==> config.mk <==
export PLATFORM = sky130hd
export DESIGN_NAME = mem_access_ctrl
export DESIGN_NICKNAME = d
export VERILOG_FILES = /design/src/rtl/mem_access_ctrl.sv
export SDC_FILE = /design/constraint.sdc
export NUM_CORES = 1
export LEC_CHECK = 0
export CORE_UTILIZATION = 45
export CTS_CLUSTER_SIZE = 10
export DETAILED_ROUTE_END_ITERATION = 8
export PLACE_DENSITY = 0.81
export SLEW_MARGIN = 15
export SYNTH_ARGS = -nofsm -noshare
export SYNTH_HDL_FRONTEND = slang
export SYNTH_SLANG_ARGS = --single-unit
==> constraint.sdc <==
create_clock -name clk -period 6.3 [get_ports clk]
set_input_delay 0.945 -clock clk [delete_from_list [all_inputs] [get_ports clk]]
set_output_delay 0.945 -clock clk [all_outputs]
set_load 0.1 [all_outputs]
==> src/rtl/mem_access_ctrl.sv <==
`default_nettype none
// ============================================================================
// Module      : mem_access_ctrl
// Description : Load/store sequencer between the RV32 memory stage and a
//               32-bit word-addressed data bus. Decodes funct3 into byte lane
//               selects, replicates store data, extends load data, flags
//               misaligned/illegal accesses and aborts stalled bus cycles.
// Revision    : 1.0 - initial release
// ============================================================================
module mem_access_ctrl #(
    parameter int TIMEOUT = 16
) (
    input  logic        clk,
    input  logic        nrst,
    input  logic        mem_read,
    input  logic        mem_write,
    input  logic [2:0]  funct3,
    input  logic [31:0] addr,
    input  logic [31:0] wdata,
    output logic [31:0] rdata_out,
    output logic        stall,
    output logic        done,
    output logic        access_err,
    output logic        bus_req,
    output logic        bus_we,
    output logic [31:0] bus_addr,
    output logic [3:0]  bus_sel,
    output logic [31:0] bus_wdata,
    input  logic        bus_ack,
    input  logic [31:0] bus_rdata
);

    // Sequencer states
    localparam logic [1:0] c_ST_IDLE = 2'd0;
    localparam logic [1:0] c_ST_BUSY = 2'd1;
    localparam logic [1:0] c_ST_DONE = 2'd2;

    // Last counter value before the access is abandoned
    localparam logic [7:0] c_TO_LAST = 8'(TIMEOUT - 1);

    // Access size encoded in funct3[1:0]
    localparam logic [1:0] c_SZ_B = 2'b00;
    localparam logic [1:0] c_SZ_H = 2'b01;
    localparam logic [1:0] c_SZ_W = 2'b10;

    logic [1:0]  r_state;
    logic [7:0]  r_cnt;
    logic        r_done;
    logic        r_err;
    logic        r_bus_req;
    logic        r_bus_we;
    logic [31:0] r_bus_addr;
    logic [3:0]  r_bus_sel;
    logic [31:0] r_bus_wdata;
    logic [31:0] r_rdata;
    logic        r_is_load;
    logic [2:0]  r_funct3;
    logic [1:0]  r_lo;

    logic        w_req;
    logic        w_illegal;
    logic [3:0]  w_sel;
    logic [31:0] w_wdata;
    logic [31:0] w_lane;
    logic [31:0] w_load;
    logic        w_stall;

    assign w_req = mem_read | mem_write;

    // Request legality: conflicting commands, reserved encodings, unsigned
    // stores and misaligned halfword/word addresses never reach the bus
    always_comb begin
        w_illegal = 1'b0;
        if (mem_read && mem_write) begin
            w_illegal = 1'b1;
        end
        if (funct3 == 3'b011 || funct3 == 3'b110 || funct3 == 3'b111) begin
            w_illegal = 1'b1;
        end
        if (mem_write && funct3[2]) begin
            w_illegal = 1'b1;
        end
        if (funct3[1:0] == c_SZ_H && addr[0]) begin
            w_illegal = 1'b1;
        end
        if (funct3[1:0] == c_SZ_W && addr[1:0] != 2'b00) begin
            w_illegal = 1'b1;
        end
    end

    // Byte lane enables and lane-replicated store data for the request
    always_comb begin
        w_sel   = 4'b0000;
        w_wdata = wdata;
        case (funct3[1:0])
            c_SZ_B: begin
                w_sel   = 4'b0001 << addr[1:0];
                w_wdata = {4{wdata[7:0]}};
            end
            c_SZ_H: begin
                w_sel   = addr[1] ? 4'b1100 : 4'b0011;
                w_wdata = {2{wdata[15:0]}};
            end
            c_SZ_W: begin
                w_sel   = 4'b1111;
                w_wdata = wdata;
            end
            default: begin
                w_sel   = 4'b0000;
                w_wdata = wdata;
            end
        endcase
    end

    // Load data: shift the addressed lane down, then sign/zero-extend
    always_comb begin
        w_lane = bus_rdata >> {r_lo, 3'b000};
        case (r_funct3)
            3'b000:  w_load = {{24{w_lane[7]}}, w_lane[7:0]};
            3'b100:  w_load = {24'd0, w_lane[7:0]};
            3'b001:  w_load = {{16{w_lane[15]}}, w_lane[15:0]};
            3'b101:  w_load = {16'd0, w_lane[15:0]};
            default: w_load = bus_rdata;
        endcase
    end

    // Stall: immediate in IDLE so the core freezes on the request cycle;
    // held low while reset is asserted so the core is released at once
    always_comb begin
        case (r_state)
            c_ST_IDLE: w_stall = nrst & w_req;
            c_ST_BUSY: w_stall = 1'b1;
            default:   w_stall = 1'b0;
        endcase
    end

    // Sequencer: accept/decode in IDLE, run the bus cycle in BUSY, pulse DONE
    always_ff @(posedge clk or negedge nrst) begin
        if (!nrst) begin
            r_state     <= c_ST_IDLE;
            r_cnt       <= 8'd0;
            r_done      <= 1'b0;
            r_err       <= 1'b0;
            r_bus_req   <= 1'b0;
            r_bus_we    <= 1'b0;
            r_bus_addr  <= 32'd0;
            r_bus_sel   <= 4'd0;
            r_bus_wdata <= 32'd0;
            r_rdata     <= 32'd0;
            r_is_load   <= 1'b0;
            r_funct3    <= 3'd0;
            r_lo        <= 2'd0;
        end else begin
            case (r_state)
                c_ST_IDLE: begin
                    if (w_req) begin
                        if (w_illegal) begin
                            // Rejected without ever touching the bus
                            r_state <= c_ST_DONE;
                            r_done  <= 1'b1;
                            r_err   <= 1'b1;
                        end else begin
                            r_state     <= c_ST_BUSY;
                            r_cnt       <= 8'd0;
                            r_bus_req   <= 1'b1;
                            r_bus_we    <= mem_write;
                            r_bus_addr  <= {addr[31:2], 2'b00};
                            r_bus_sel   <= w_sel;
                            r_bus_wdata <= w_wdata;
                            r_is_load   <= mem_read;
                            r_funct3    <= funct3;
                            r_lo        <= addr[1:0];
                        end
                    end
                end
                c_ST_BUSY: begin
                    if (bus_ack) begin
                        // Acknowledge wins over a simultaneous timeout
                        r_state   <= c_ST_DONE;
                        r_bus_req <= 1'b0;
                        r_done    <= 1'b1;
                        r_err     <= 1'b0;
                        if (r_is_load) begin
                            r_rdata <= w_load;
                        end
                    end else if (r_cnt == c_TO_LAST) begin
                        r_state   <= c_ST_DONE;
                        r_bus_req <= 1'b0;
                        r_done    <= 1'b1;
                        r_err     <= 1'b1;
                    end else begin
                        r_cnt <= r_cnt + 8'd1;
                    end
                end
                c_ST_DONE: begin
                    // Requests seen here belong to the next instruction
                    r_state <= c_ST_IDLE;
                    r_done  <= 1'b0;
                    r_err   <= 1'b0;
                end
                default: begin
                    r_state   <= c_ST_IDLE;
                    r_bus_req <= 1'b0;
                    r_done    <= 1'b0;
                    r_err     <= 1'b0;
                end
            endcase
        end
    end

    assign rdata_out  = r_rdata;
    assign stall      = w_stall;
    assign done       = r_done;
    assign access_err = r_err;
    assign bus_req    = r_bus_req;
    assign bus_we     = r_bus_we;
    assign bus_addr   = r_bus_addr;
    assign bus_sel    = r_bus_sel;
    assign bus_wdata  = r_bus_wdata;

endmodule
`default_nettype wire

==> impl_metrics.env <==
export IMPL_worstPathRequired_ps=5350
export IMPL_stdcell_count=892
export IMPL_antenna_cells=0
export IMPL_drv_slew=0
export IMPL_viasPerCell=5.41
export IMPL_drc=0
export IMPL_rows=41
export IMPL_vias=4829
export IMPL_place_congestion=0.876
export IMPL_grt_antenna_before_repair=0
export IMPL_reg2reg_from="r_cnt[0]"
export IMPL_cts_buffer_depth=2
export IMPL_first_global_vias=4938
export IMPL_relSlewSlack_pct=31.7
export IMPL_ctsResizeCount=0
export IMPL_setup_ws_ps=2290
export IMPL_synth_common_cells="dfrtp_1, mux2_4, nand2_1"
export IMPL_crit_fanout=59
export IMPL_dp_cells=859
export IMPL_cts_sinks=118
export IMPL_final_antenna_net_count=0
export IMPL_die_w_um=117
export IMPL_min_to="bus_we"
export IMPL_synthFlopType="dfrtp_1"
export IMPL_netlist_area_sq_um=5980
export IMPL_setup_viol=0
export IMPL_rsz0062_at_grt="no"
export IMPL_drive_gt1_share_pct=16.7
export IMPL_yosys_top_cells_area="dfrtp_1, mux2_4, mux2i_1"
export IMPL_num_nets_final=812
export IMPL_cts_root_buf="clkbuf_16"
export IMPL_cp_arrival_ps=3070
export IMPL_grt_usage_pct=24.5
export IMPL_start_kind="input pin"
export IMPL_dieHeight_um=117
export IMPL_r2r_setup_slack_ps=3630
export IMPL_skew_ps=5.22
export IMPL_cts_buffers=17
export IMPL_synth_distinct_cells=49
export IMPL_ys_ff_latch=118
export IMPL_grt_max_degree=62
export IMPL_regToRegEndpoint="bus_addr[17]"
export IMPL_crit_type="input pin to output pin"
export IMPL_ys_seq_area_share_pct=49.4
export IMPL_fin_crit_sh_pct=63.7
export IMPL_postCtsHoldBufs=0
export IMPL_ios=209
export IMPL_hold_viol_final=0
export IMPL_yosysMostFrequentCell="dfrtp_1"
export IMPL_dp_slack_ps=2220
export IMPL_grt_overflow_total=0
export IMPL_core_area_sq_um=12800
export IMPL_first_pass_iters=5
export IMPL_drt_total_wl_um=16400
export IMPL_outcome="complete, no violations"
export IMPL_hold_path_depth=1
export IMPL_die_area_sq_um=13800
export IMPL_end_kind="output pin"
export IMPL_initial_core_util_pct=46.8
export IMPL_cts_htree_levels=4
export IMPL_syn_area_per_cell_sq_um=11.8
export IMPL_fmax_ghz=0.249
export IMPL_synth_edf_count=0
export IMPL_yosysWarnings=0
export IMPL_finalSetupTns_ps=0
export IMPL_dp_hpwl_um=11600
export IMPL_yosysTopAreaCellShare_pct=49.4
export IMPL_area_delta_synth_final_pct=45.3
export IMPL_grt_pass1_wl_um=25100
export IMPL_hp_class="flop to flop"
export IMPL_path_clk_slew_ps=50
export IMPL_initialDrtViolationCount=442
export IMPL_hp_start="bus_we"
export IMPL_synthArstFlopShare_pct=100
export IMPL_tightest_slew_ps=1020
export IMPL_cap_violations=0
export IMPL_min_period_ps=4010
export IMPL_synth_top_area_cell="dfrtp_1"
export IMPL_portBuffers=206
export IMPL_clk_insertion_delay_late_ps=420
export IMPL_fill_cells=918
export IMPL_cts_setup_buffers=0
export IMPL_reg2regPathDepth=6
export IMPL_syn_inst=509
export IMPL_cts_tree="done"
export IMPL_wire_per_inst_um=18.4
## logic make-up after synthesis
| kind of cell | after synthesis | share of synthesized area, % |
|---|---|---|
| buf+inv | 45 | 4.73 |
| flops | 118 | 49.4 |
| fa+ha+maj | 1 | 0.209 |
| simple gates | 159 | 12.8 |
| compound gates | 78 | 8.72 |
| other cells | 1 | 0.0627 |
| mux | 107 | 24.2 |
## registers in the layout, indices dropped and copies added (netlist names)
register,cells
bus_wdata,32
rdata_out,32
bus_addr,30
r_cnt,8
bus_sel,4
r_funct3,3
r_lo,2
r_state,2
access_err,1
bus_req,1
bus_we,1
done,1
r_is_load,1
## layout by cell type, fill, tap and decap left out, types with 4 or more instances in the layout
cell / Yosys / routed
a21oi_1: 13 / 13
a31oi_1: 12 / 12
and2_1: 7 / 7
buf_4: 3 / 8
bufinv_16: 0 / 4
clkbuf_16: 0 / 17
clkdlybuf4s50_1: 0 / 205
clkinv_2: 0 / 4
dfrtp_1: 118 / 118
inv_1: 10 / 10
mux2_1: 8 / 8
mux2_2: 9 / 9
mux2_4: 68 / 68
mux2i_1: 21 / 21
nand2_1: 51 / 51
nand2b_1: 9 / 9
nand3_1: 38 / 38
nor2_1: 33 / 33
nor2b_1: 5 / 5
nor3_1: 6 / 6
o21ai_0: 21 / 21
o21ai_1: 6 / 6
o22ai_1: 4 / 4
o31ai_1: 4 / 4
## metal layers
metal / share of wire [%] / GRT usage [%]
met5: 0 / 0
met4: 2.4 / 10.2
met3: 10 / 9.53
met2: 48 / 39.7
met1: 39 / 29.1
## stage by stage
stage	utilization, %	hold WS, ps	cell area (sq um)
final	68.1	479	8690
after global routing	68.1	519	8690
after CTS	68.0	484	8690
after detailed placement	63.1	468	8060
after global placement	63.1	469	8060
after floorplan	-	463	5990
## critical path, cell delays in order
cell and delay (ps):
buf_4 570, o21ai_0 190, a21oi_1 200, clkdlybuf4s50_1 1150
## how the worst max path moves through the flow
stage / start / end / slack [ps] / cells past startpoint
after floorplan: mem_read / stall / 2850 / 2
after global placement: nrst / stall / 2230 / 4
after CTS: nrst / stall / 2210 / 4
after global routing: nrst / stall / 2030 / 4
final: nrst / stall / 2290 / 4
after detailed placement: nrst / stall / 2220 / 4
## layout make-up
type	count	area (sq um)	area share (%)
Tap cell	172	215	2.48
Multi-Input combinational cell	347	2750	31.6
Inverter	10	37.5	0.432
Clock buffer	23	478	5.50
Sequential cell	118	2950	34.0
Timing Repair Buffer	213	2110	24.3
Clock inverter	9	148	1.70
Power is left out: the tool's default activity adds up to more than one toggle a clock period on the data nets, which glitch-free logic cannot reach.
